**config.mk**
```make
export PLATFORM = sky130hd
export DESIGN_NAME = muldiv_unit
export DESIGN_NICKNAME = d
export VERILOG_FILES = /design/src/rtl/muldiv_unit.sv
export SDC_FILE = /design/constraint.sdc
export NUM_CORES = 1
export LEC_CHECK = 0
export BUFFER_PORTS_ARGS = -buffer_cell sky130_fd_sc_hd__buf_4
export CAP_MARGIN = 20
export CORE_ASPECT_RATIO = 0.9
export CORE_UTILIZATION = 40
export CTS_BUF_LIST = sky130_fd_sc_hd__clkbuf_4 sky130_fd_sc_hd__clkbuf_8
export DETAILED_ROUTE_END_ITERATION = 8
export HOLD_SLACK_MARGIN = 0.08
export MAX_ROUTING_LAYER = met4
export PLACE_DENSITY_LB_ADDON = 0.15
export SLEW_MARGIN = 20
export SYNTH_ARGS = -nofsm -noshare
export SYNTH_HDL_FRONTEND = slang
export SYNTH_SLANG_ARGS = --single-unit
```
**constraint.sdc**
```tcl
create_clock -name clk -period 7.2 [get_ports clk]
set_clock_uncertainty 0.1 [all_clocks]
set_input_delay 1.44 -clock clk [delete_from_list [all_inputs] [get_ports clk]]
set_output_delay 1.44 -clock clk [all_outputs]
set_load 0.05 [all_outputs]
```
**src/rtl/muldiv_unit.sv**
```systemverilog
// RV32M-style iterative multiply/divide unit: one bit per cycle,
// shift-add multiply and restoring divide on operand magnitudes.
module muldiv_unit #(
   parameter int XLEN = 32
) (
   input  logic            clk,
   input  logic            rst,
   input  logic            in_valid,
   output logic            in_ready,
   input  logic [2:0]      funct3,
   input  logic [6:0]      funct7,
   input  logic [XLEN-1:0] op_a,
   input  logic [XLEN-1:0] op_b,
   output logic            out_valid,
   input  logic            out_ready,
   output logic [XLEN-1:0] result,
   output logic            illegal
);

   localparam int CW = $clog2(XLEN);
   localparam logic [XLEN-1:0] MIN = {1'b1, {(XLEN-1){1'b0}}};

   typedef enum logic [1:0] {IDLE, CALC, DONE} state_t;

   state_t          r_state;
   state_t          w_next;
   logic [XLEN-1:0] r_hi;
   logic [XLEN-1:0] r_lo;
   logic [XLEN-1:0] r_md;
   logic [XLEN-1:0] r_result;
   logic [2:0]      r_f3;
   logic            r_sneg;
   logic            r_rneg;
   logic            r_illegal;
   logic [CW-1:0]   r_cnt;

   logic            w_accept;
   logic            w_legal;
   logic            w_sa;
   logic            w_sb;
   logic            w_a_neg;
   logic            w_b_neg;
   logic [XLEN-1:0] w_abs_a;
   logic [XLEN-1:0] w_abs_b;
   logic            w_dz;
   logic            w_ovf;
   logic            w_special;
   logic [XLEN-1:0] w_spec_res;
   logic            w_last;

   logic [XLEN:0]     w_sum;
   logic [XLEN:0]     w_shl;
   logic [XLEN:0]     w_diff;
   logic              w_qbit;
   logic [XLEN-1:0]   w_nhi;
   logic [XLEN-1:0]   w_nlo;
   logic [2*XLEN-1:0] w_prod;
   logic [2*XLEN-1:0] w_prod_s;
   logic [XLEN-1:0]   w_quo;
   logic [XLEN-1:0]   w_rem;
   logic [XLEN-1:0]   w_calc_res;

   assign in_ready  = (r_state == IDLE);
   assign out_valid = (r_state == DONE);
   assign result    = r_result;
   assign illegal   = r_illegal;

   assign w_accept = in_valid && in_ready;
   assign w_legal  = (funct7 == 7'b0000001);

   // Signed operand interpretation per funct3
   assign w_sa = (funct3 == 3'b001) || (funct3 == 3'b010) ||
                 (funct3 == 3'b100) || (funct3 == 3'b110);
   assign w_sb = (funct3 == 3'b001) || (funct3 == 3'b100) ||
                 (funct3 == 3'b110);

   assign w_a_neg = w_sa && op_a[XLEN-1];
   assign w_b_neg = w_sb && op_b[XLEN-1];
   assign w_abs_a = w_a_neg ? (~op_a + 1'b1) : op_a;
   assign w_abs_b = w_b_neg ? (~op_b + 1'b1) : op_b;

   assign w_dz  = funct3[2] && (op_b == '0);
   assign w_ovf = funct3[2] && !funct3[0] &&
                  (op_a == MIN) && (op_b == '1);
   assign w_special = !w_legal || w_dz || w_ovf;

   always_comb begin
      w_spec_res = '0;
      if (!w_legal)
         w_spec_res = '0;
      else if (w_dz)
         w_spec_res = funct3[1] ? op_a : '1;
      else if (w_ovf)
         w_spec_res = funct3[1] ? '0 : op_a;
   end

   // One iteration step of either algorithm
   assign w_sum  = {1'b0, r_hi} + (r_lo[0] ? {1'b0, r_md} : '0);
   assign w_shl  = {r_hi, r_lo[XLEN-1]};
   assign w_diff = w_shl - {1'b0, r_md};
   assign w_qbit = !w_diff[XLEN];

   assign w_nhi = r_f3[2] ?
                  (w_qbit ? w_diff[XLEN-1:0] : w_shl[XLEN-1:0]) :
                  w_sum[XLEN:1];
   assign w_nlo = r_f3[2] ?
                  {r_lo[XLEN-2:0], w_qbit} :
                  {w_sum[0], r_lo[XLEN-1:1]};

   assign w_prod   = {w_nhi, w_nlo};
   assign w_prod_s = r_sneg ? (~w_prod + 1'b1) : w_prod;
   assign w_quo    = r_sneg ? (~w_nlo + 1'b1) : w_nlo;
   assign w_rem    = r_rneg ? (~w_nhi + 1'b1) : w_nhi;
   assign w_last   = (r_cnt == CW'(XLEN-1));

   always_comb begin
      w_calc_res = '0;
      unique case (r_f3)
         3'b000:  w_calc_res = w_prod_s[XLEN-1:0];
         3'b001,
         3'b010,
         3'b011:  w_calc_res = w_prod_s[2*XLEN-1:XLEN];
         3'b100,
         3'b101:  w_calc_res = w_quo;
         default: w_calc_res = w_rem;
      endcase
   end

   always_ff @(posedge clk) begin
      if (rst)
         r_state <= IDLE;
      else
         r_state <= w_next;
   end

   always_comb begin
      w_next = r_state;
      unique case (r_state)
         IDLE: if (w_accept) w_next = w_special ? DONE : CALC;
         CALC: if (w_last) w_next = DONE;
         DONE: if (out_ready) w_next = IDLE;
         default: w_next = IDLE;
      endcase
   end

   always_ff @(posedge clk) begin
      if (rst) begin
         r_hi      <= '0;
         r_lo      <= '0;
         r_md      <= '0;
         r_result  <= '0;
         r_f3      <= '0;
         r_sneg    <= 1'b0;
         r_rneg    <= 1'b0;
         r_illegal <= 1'b0;
         r_cnt     <= '0;
      end else begin
         case (r_state)
            IDLE: begin
               if (w_accept) begin
                  r_f3   <= funct3;
                  r_hi   <= '0;
                  r_lo   <= w_abs_a;
                  r_md   <= w_abs_b;
                  r_sneg <= w_a_neg ^ w_b_neg;
                  r_rneg <= w_a_neg;
                  r_cnt  <= '0;
                  if (w_special) begin
                     r_result  <= w_spec_res;
                     r_illegal <= !w_legal;
                  end
               end
            end
            CALC: begin
               r_hi  <= w_nhi;
               r_lo  <= w_nlo;
               r_cnt <= r_cnt + 1'b1;
               if (w_last) begin
                  r_result  <= w_calc_res;
                  r_illegal <= 1'b0;
               end
            end
            default: ;
         endcase
      end
   end

endmodule
```
; After elaboration in Yosys (flattened, before gate mapping)
; Cells that the tools add are included.
[word_totals]
ff_bits = 141
in_bits = 78
output_inout_bits = 35
word_cells = 104
[op_classes]
add_sub_neg = 8
eq_ne = 19
n_mux = 34
n_bitwise = 6
n_reduce_logical = 27
[op_table]
columns = cell, n
row1 = $mux 32, 18
row2 = $pmux 32 s2, 3
row3 = $add 32x1->32 const B, 4
row4 = $not 32->32, 4
row5 = $pmux 32 s3, 1
row6 = $add 64x1->64 const B, 1
row7 = $eq 32x32->1 const B, 2
row8 = $mux 64, 1
row9 = $not 64->64, 1
row10 = $add 32x32->33, 1
row11 = $sub 33x32->33, 1
row12 = $logic_not 32->1, 1
row13 = $eq 3x3->1 const B, 4
row14 = $pmux 5 s2, 1
row15 = $eq 3x2->1 const B, 3
row16 = $mux 2, 4
row17 = $eq 7x1->1 const B, 1
row18 = $logic_and 1x1->1, 7
row19 = $logic_or 1x1->1, 7
row20 = $eq 3x1->1 const B, 2
row21 = $ne 2x1->1 const B, 3
row22 = $pmux 2 s3, 1
row23 = $add 5x1->5 const B, 1
row24 = $eq 5x5->1 const B, 1
row25 = 16 further kinds, 21

; Depth between registers and ports, before layout
; Gate-level depths: netlist (run 1).
[depth]
ltp_word = 10
mapped_depth = 26
depth_no_buf = 25

; Worst setup path before layout (run 1)
; Ideal clock, no wire load.
[synth_timing]
path_type = register -> register
startpoint = register r_lo[31]
endpoint = register r_result[16] (netlist: result[16])
setup_ns = 0.091
t_arrival_ns = 5.522
t_required_ns = 7.009
setup_slack_ns = 1.487
stages_incl_launch_ff = 26
n_path_buf = 1
period_less_slack_ns = 5.713
path_cell_list = dfxtp_1 inv_1 ha_1 inv_1 fa_1 a211oi_1 o21a_1 a2111oi_1 o21ai_1 a21oi_2 nor2_2 buf_2 nand2_1 a21boi_0 ha_1 nand2_1 nor4_1 nand2_1 or3_1 a311o_1 nand2_1 nand4b_1 o21ai_0 a22oi_1 a31o_2 a311oi_1
[synth_between]
elab_chain_len = 9
elab_cells_between_ends = 17
cone_classes = 4 x add/sub / 9 x mux / 3 x bitwise / 1 x reduce/logical
[synth_lines]
columns = element, line
row1 = from (decl), 28  ; logic [XLEN-1:0] r_lo;
row2 = from (signal assigned), 163  ; r_lo <= w_abs_a;
row3 = from (signal assigned), 176  ; r_lo <= w_nlo;
row4 = $sub 33x32->33, 100  ; assign w_diff = w_shl - {1'b0, r_md};
row5 = $mux 32 / $logic_not 1->1 (equally long branches), "104, 101"
row6 = $mux 32 (on tied branches), "103, 106"
row7 = $not 64->64 (tied with other cells), 111  ; assign w_prod_s = r_sneg ? (~w_prod + 1'b1) : w_prod;
row8 = $add 64x1->64 (tied with other cells), 111
row9 = $mux 64 (tied with other cells), 111
row10 = $pmux 32 s3 (*), 118  ; unique case (r_f3)
row11 = $mux 32 (*), 178  ; if (w_last) begin
row12 = $pmux 32 s2 (*), 158  ; case (r_state)
row13 = to (signal assigned), 169  ; r_result <= w_spec_res;
row14 = to (signal assigned), 179  ; r_result <= w_calc_res;
row15 = to (decl), 30  ; logic [XLEN-1:0] r_result;
; Every way passes the cells marked *; elsewhere a longest branch is shown, timed or not. The select of a mux whose other input is x is not followed.
; A chain may end at the register's enable or synchronous reset.

; Worst setup path after layout (run 1)
; Same ends and word-level chain as after synthesis.

==> flow_summary_export.csv, run 1 <==
group,metric,value,unit
setup_path,cp.required,7540,ps
synthesis,synth_simple_gate_area_share,25.8,%
die,core-area,38300,um2
routing,drtAntennaViolNets,0,
clocking,cts.sinks,141,
routing,vias_per_cell,6.47,
placement,port_buffers,112,
final_layout,diodes,0,
synthesis,synth_compound_area_share,32.4,%
global_routing,grt.busiest_layer,"met1",
final_layout,fin_nets,2429,
global_routing,use_met3,5.78,%
sta,rsz0062_at_grt,"false",
die,rows,68,
global_routing,grt_max_degree,70,
routing,dr.pass1.iters,6,
synthesis,syn_area,15500,um2
die,die_h,189,um
min_path,hold_path.class,"reg2reg",
global_routing,antenna_found_initial,0,
synthesis,synthArstFlopShare,0,%
global_routing,grt_pass1_wl,103000,um
power,powerDensity,156,nW/um2
routing,wl_per_cell,24.7,um
clocking,cts_tree,"built",
routing,dr.first_iter.drc_count,2331,
power,leakage,6.60,nW
setup_path,worstPathArrival,7090,ps
placement,hpwl,53400,um
clocking,cts_resized,0,
clocking,clkTransAtPathRegs,90,ps
synthesis,yosys_warnings,0,
final_layout,area_growth,11.2,%
synthesis,avgSynthCellArea,6.89,um2
sta,period_share,93.8,%
clocking,cts-hold-fix-buffers,0,
die,initial_core_util,40.5,%
sta,min_period,6750,ps
clocking,post_cts.repair.setup_buffers,0,
routing,vias,17991,
routing,route.final.wire_length,68700,um
die,ios,113,
sta,finalSetupViolCount,0,
setup_path,crit_fanout,6,
setup_path,cp-end-kind,"register",
clocking,cts.path.max_buffers,2,
die,dieWidth,210,um
setup_path,crit_path_start_kind,"register",
sta,max_freq,148,MHz
global_routing,grt_remaining_overflow,0,
global_routing,grt.total_usage,35.4,%
global_routing,grt_use_met1,51.3,%
flow_run,cap_violations,0,
power,ir_drop,0.102,mV
run_status,status,"finished clean",
sta,slew_violations,0,
die,die_area,39600,um2
synthesis,synth-seq-cells,141,
clocking,root_buffer,"clkbuf_8",
synthesis,synthMuxAreaShare,3.04,%
sta,final.setup.worst_slack,448,ps
clocking,cts_buffers,17,
synthesis,synth_cell_types,94,
global_routing,grtUsageMet2,49.9,%
placement,gp_congestion,1.01,
synthesis,yosysSeqAreaShare,18.2,%
sta,timing.final.hold_violations,0,
placement,dpl_worst_slack,683,ps
final_layout,layout-drive-gt1-share,10.7,%
setup_path,crit_type,"reg2reg",
sta,relSlewSlack,24.6,%
clocking,clock_latency,540,ps
sta,worstMarginPinSlew,1120,ps
synthesis,synthAdderAreaFrac,5.99,%
synthesis,synth_nets,2401,
sta,timing.setup.tns,0,ps
synthesis,synth_flop_cell,"dfxtp_1",
global_routing,first_global_vias,16265,
synthesis,synth_top_family_by_area,"compound AO/OA/AOI/OAI gates",
routing,drc_errors,0,
synthesis,synth_edf_count,0,
synthesis,syn_inst,2250,
clocking,h-tree-depth,4,
synthesis,synthXorXnorAreaFrac,8.98,%
==> synth_stat cells (56+ instances only) <==
master / instances / area, um2
a211oi_1: 56 / 420
a21oi_1: 183 / 916
clkbuf_1: 124 / 465
dfxtp_1: 141 / 2820
ha_1: 71 / 888
inv_1: 76 / 285
nand2_1: 226 / 848
nand3_1: 68 / 340
nor2_1: 264 / 991
nor3_1: 56 / 280
o21ai_0: 173 / 866
xnor2_1: 80 / 701
xor2_1: 79 / 692
==> worst paths after layout <==
path	start	endpoint	slack, ps	cells past startpoint
max	r_lo[31]	result[16]	450	25
min	r_cnt[4]	r_cnt[4]	380	2
max reg2reg	r_lo[31]	result[16]	450	25
min reg2reg	r_cnt[4]	r_cnt[4]	380	2
==> worst max-delay path: stages (launching register included) <==
cell and delay [ps]:
dfxtp_1 410, inv_1 80, ha_1 210, inv_1 70
fa_1 250, a211oi_1 130, o21a_1 250, a2111oi_1 830
o21ai_1 320, a21oi_2 250, nor2_2 70, nand2_1 260
a21boi_0 400, ha_1 270, nand2_1 100, nor4_1 260
buf_4 220, nand2_1 150, or3_1 400, a311o_1 360
nand2_1 100, nand4b_1 270, o21ai_0 270, a22oi_1 120
a31o_2 270, a311oi_1 230
==> cells in the final DEF, fill, tap and decap left out, drive strengths merged, types with 14 or more instances in the layout <==
cell,count
nand2,226
buf,160
inv,77
o21ai,186
a31oi,45
o211ai,27
a221oi,33
or3,27
o31ai,30
clkbuf,19
a21o,20
a311oi,23
and2,48
nor3b,17
a211oi,58
ha,71
o21bai,15
o21a,19
nor3,57
nand3,69
xor2,79
xnor2,80
o22ai,14
mux2i,37
dfxtp,141
nor4,19
nand2b,14
nor2,265
nand4,31
a21oi,184
==> routing by layer <==
layer | up-vias | routed length [um]
met1 | 8629 | 32400
met2 | 911 | 28500
li1 | 8352 | -
met5 | - | 0
met4 | 0 | 1750
met3 | 99 | 6080
==> sequential cells by signal, summed over array words and instances (netlist names) <==
register,cells
result,32
r_lo,32
r_cnt,5
r_sneg,1
r_md,32
r_state,2
r_rneg,1
r_f3,3
r_hi,32
illegal,1
==> where the power goes <==
group	leakage [nW]	internal (mW)	switching [mW]
registers	1.15	0.824	0.0532
clock network	0.225	0.421	0.373
logic	5.22	0.341	0.681
total	6.60	1.59	1.11
==> cells by family (layout without fill, tap and decap cells) <==
logic type,Yosys count,after routing
compound gates,762,762
xor+xnor,159,159
fa+ha+maj,73,73
buf+inv,229,269
flops,141,141
mux,46,46
simple gates,840,840
==> through the flow <==
stage | util [%] | instance area [um2] | total power [mW] | hold slack [ps] | std cells
6_report | 45.0 | 17200 | 2.69 | 377 | 2780
5_1_grt | 45.0 | 17200 | 2.81 | 409 | 2780
4_1_cts | 45.0 | 17200 | 2.68 | 380 | 2779
3_5_place_dp | 43.8 | 16800 | 1.88 | 368 | 2748
3_3_place_gp | 43.8 | 16800 | 1.88 | 358 | 2748
2_1_floorplan | - | 15500 | 1.53 | 340 | 2250
==> cell type report <==
cell class | count | area (um2)
clock buffer | 19 | 255
clock inverter | 12 | 194
fill | 4032 | 21000
inverter | 78 | 293
multi-input combinational | 1880 | 11800
sequential | 141 | 2830
tap | 490 | 613
timing repair buffer | 160 | 1210
(Power assumes the default switching activity.)
==> run 2, diff against run 1 <==
--- a/config.mk
+++ b/config.mk
@@ -5,6 +5,7 @@
 export SDC_FILE = /design/constraint.sdc
 export NUM_CORES = 1
 export LEC_CHECK = 0
+export ABC_AREA = 1
 export BUFFER_PORTS_ARGS = -buffer_cell sky130_fd_sc_hd__buf_4
 export CAP_MARGIN = 20
 export CORE_ASPECT_RATIO = 0.9
==> run 2 against run 1 <==
Synthesized area increased by 11%. Global-route usage increased by 2.3 points. Fmax increased by 29%. Critical path type unchanged. Highest routed layer unchanged.
==> flow_summary_export.csv, run 2 <==
group,metric,value,unit
synthesis,synth_top_area_share,21.8,%
routing,vias,20964,
final_layout,area_growth,9.07,%
synthesis,synth-seq-cells,141,
synthesis,syn_area,17200,um2
global_routing,first_global_vias,18498,
synthesis,synth_edf_count,0,
sta,min_period,5250,ps
sta,rsz0062_at_grt,"false",
final_layout,final_area,18800,um2
final_layout,layout-drive-gt1-share,9.96,%
synthesis,synth_cell_types,54,
sta,worstMarginPinSlew,1020,ps
routing,dr.pass1.iters,7,
clocking,cts.sinks,141,
routing,dr.first_iter.drc_count,2702,
placement,port_buffers,112,
die,die_h,199,um
die,dieWidth,221,um
sta,period_share,72.9,%
synthesis,synth.area.top_cells,"nand2_1 22%, dfxtp_1 16%, inv_1 9.9%",
sta,timing.final.hold_violations,0,
sta,relSlewSlack,31.8,%
clocking,root_buffer,"clkbuf_8",
power,p_seq_share,30.3,%
die,die_area,43900,um2
power,internal_power,1.51,mW
clocking,cts-hold-fix-buffers,0,
routing,drc_errors,0,
routing,vias_per_cell,5.57,
setup_path,crit_fanout,32,
placement,placed_cell_area,18400,um2
synthesis,yosys_warnings,0,
clocking,cts_resized,0,
synthesis,synth_nets,3308,
setup_path,critPathMostFrequentCell,"nand2_1",
setup_path,cp.required,7590,ps
setup_path,crit_path_start_kind,"register",
placement,gp_congestion,1.04,
setup_path,cpMaxStageDelayCell,"fa_1",
setup_path,max_stage_delay,430,ps
power,ir_drop,0.150,mV
synthesis,syn_inst,3157,
global_routing,antenna_found_initial,3,
sta,max_freq,191,MHz
clocking,clkTransAtPathRegs,100,ps
power,leakage,9.77,nW
setup_path,cp-end-kind,"register",
final_layout,final_common_cell,"nand2_1",
power,clockPowerShare,23.6,%
placement,hpwl,64200,um
sta,slew_violations,0,
global_routing,grt_pass1_wl,118000,um
synthesis,avgSynthCellArea,5.46,um2
sta,hold-worst-slack,374,ps
synthesis,synthArstFlopShare,0,%
routing,route.final.wire_length,80100,um
synthesis,synth_top_area_cell,"nand2_1",
global_routing,use_met3,8.58,%
synthesis,yosysSeqAreaShare,16.4,%
die,ios,113,
sta,timing.setup.tns,0,ps
power,powerDensity,159,nW/um2
synthesis,netlist_top_cells_count,"1002 x nand2_1, 456 x inv_1, 273 x nor2_1",
global_routing,grt_remaining_overflow,0,
final_layout,multi_input_area,12100,um2
flow_run,cap_violations,0,
global_routing,grt_max_degree,76,
power,power.switching,1.49,mW
sta,finalSetupViolCount,0,
sta,final.setup.worst_slack,1950,ps
clocking,post_cts.repair.setup_buffers,0,
clocking,h-tree-depth,4,
clocking,cts_buffers,17,
clocking,cts_tree,"built",
global_routing,grt_use_met1,59.2,%
power,power_frac_comb,46.0,%
global_routing,grt.busiest_layer,"met1",
die,core-area,42100,um2
min_path,hold_path.class,"reg2reg",
setup_path,crit_type,"reg2reg",
synthesis,synth_most_common_cell,"nand2_1",
synthesis,synth_flop_cell,"dfxtp_1",
die,initial_core_util,40.9,%
final_layout,regArea,2830,um2
final_layout,fin_nets,3350,
power,p_sw_share,49.7,%
global_routing,grt.total_usage,37.7,%
placement,dpl_worst_slack,2090,ps
global_routing,grtUsageMet2,46.0,%
die,rows,71,
routing,wl_per_cell,21.3,um
setup_path,worstPathArrival,5640,ps
clocking,clock_latency,590,ps
clocking,cts.path.max_buffers,2,
final_layout,fill_cells,4757,
routing,drtAntennaViolNets,0,
final_layout,final_cell_mix,"1001 x nand2_1, 455 x inv_1, 268 x nor2_1",
run_status,status,"finished clean",
run 2: final timing paths:
path / from / endpoint / slack, ps / cells after the start
worst max-delay path: r_lo[31] / result[20] / 1950 / 37
worst min-delay path: r_cnt[4] / r_cnt[4] / 370 / 2
worst max register to register: r_lo[31] / result[20] / 1950 / 37
worst min register to register: r_cnt[4] / r_cnt[4] / 370 / 2
run 2: logic make-up (layout without fill, tap and decap cells):
kind of cell,after synthesis,after routing,share of synthesized area (%)
other,0,2,0
AND/OR/NAND/NOR,1763,1763,44.1
multiplexers,1,1,0.0581
adder cells (fa/ha/maj),73,73,5.39
flip-flops,141,141,16.4
buffers and inverters,582,637,13.5
XOR/XNOR,67,67,3.41
AO/OA/AOI/OAI,530,530,17.1
run 2: through the flow:
step | util, % | cells | total power, mW
floorplan | - | 3157 | 1.83
global placement | 43.7 | 3727 | 2.26
detailed placement | 43.7 | 3727 | 2.26
CTS | 44.6 | 3759 | 2.96
global route | 44.6 | 3760 | 3.16
finish | 44.6 | 3761 | 3.00
run 2: final cells by class:
| type | count | area share [%] |
|---|---|---|
| Clock buffer | 19 | 1.39 |
| Timing Repair Buffer | 135 | 5.39 |
| Sequential cell | 141 | 15.0 |
| Multi-Input combinational cell | 2434 | 64.5 |
| Clock inverter | 13 | 0.646 |
| Inverter | 470 | 9.39 |
| Antenna cell | 2 | 0.0266 |
| Tap cell | 547 | 3.64 |
run 2: metal layers:
metal  part of all wire (%)  vias up  wire, um
li1                       -    10162         -
met5                      0        -         0
met3                     12       98      9250
met1                     50     9647     40200
met4                    2.2        0      1750
met2                     36     1057     28900
run 2: worst max-delay path: cells and delay by family (launching register included):
kind | cells | cell delay, ps
AO/OA/AOI/OAI | 3 | 580
AND/OR/NAND/NOR | 26 | 2870
adder cells (fa/ha/maj) | 3 | 800
buffers and inverters | 5 | 480
flip-flops | 1 | 330
run 2: power groups by stage:
stage | logic (mW) | clock network (mW) | registers, mW
final | 1.38 | 0.708 | 0.909
after global routing | 1.50 | 0.745 | 0.915
after CTS | 1.34 | 0.713 | 0.905
after detailed placement | 1.34 | 0 | 0.922
after global placement | 1.34 | 0 | 0.920
after floorplan | 0.853 | 0 | 0.974
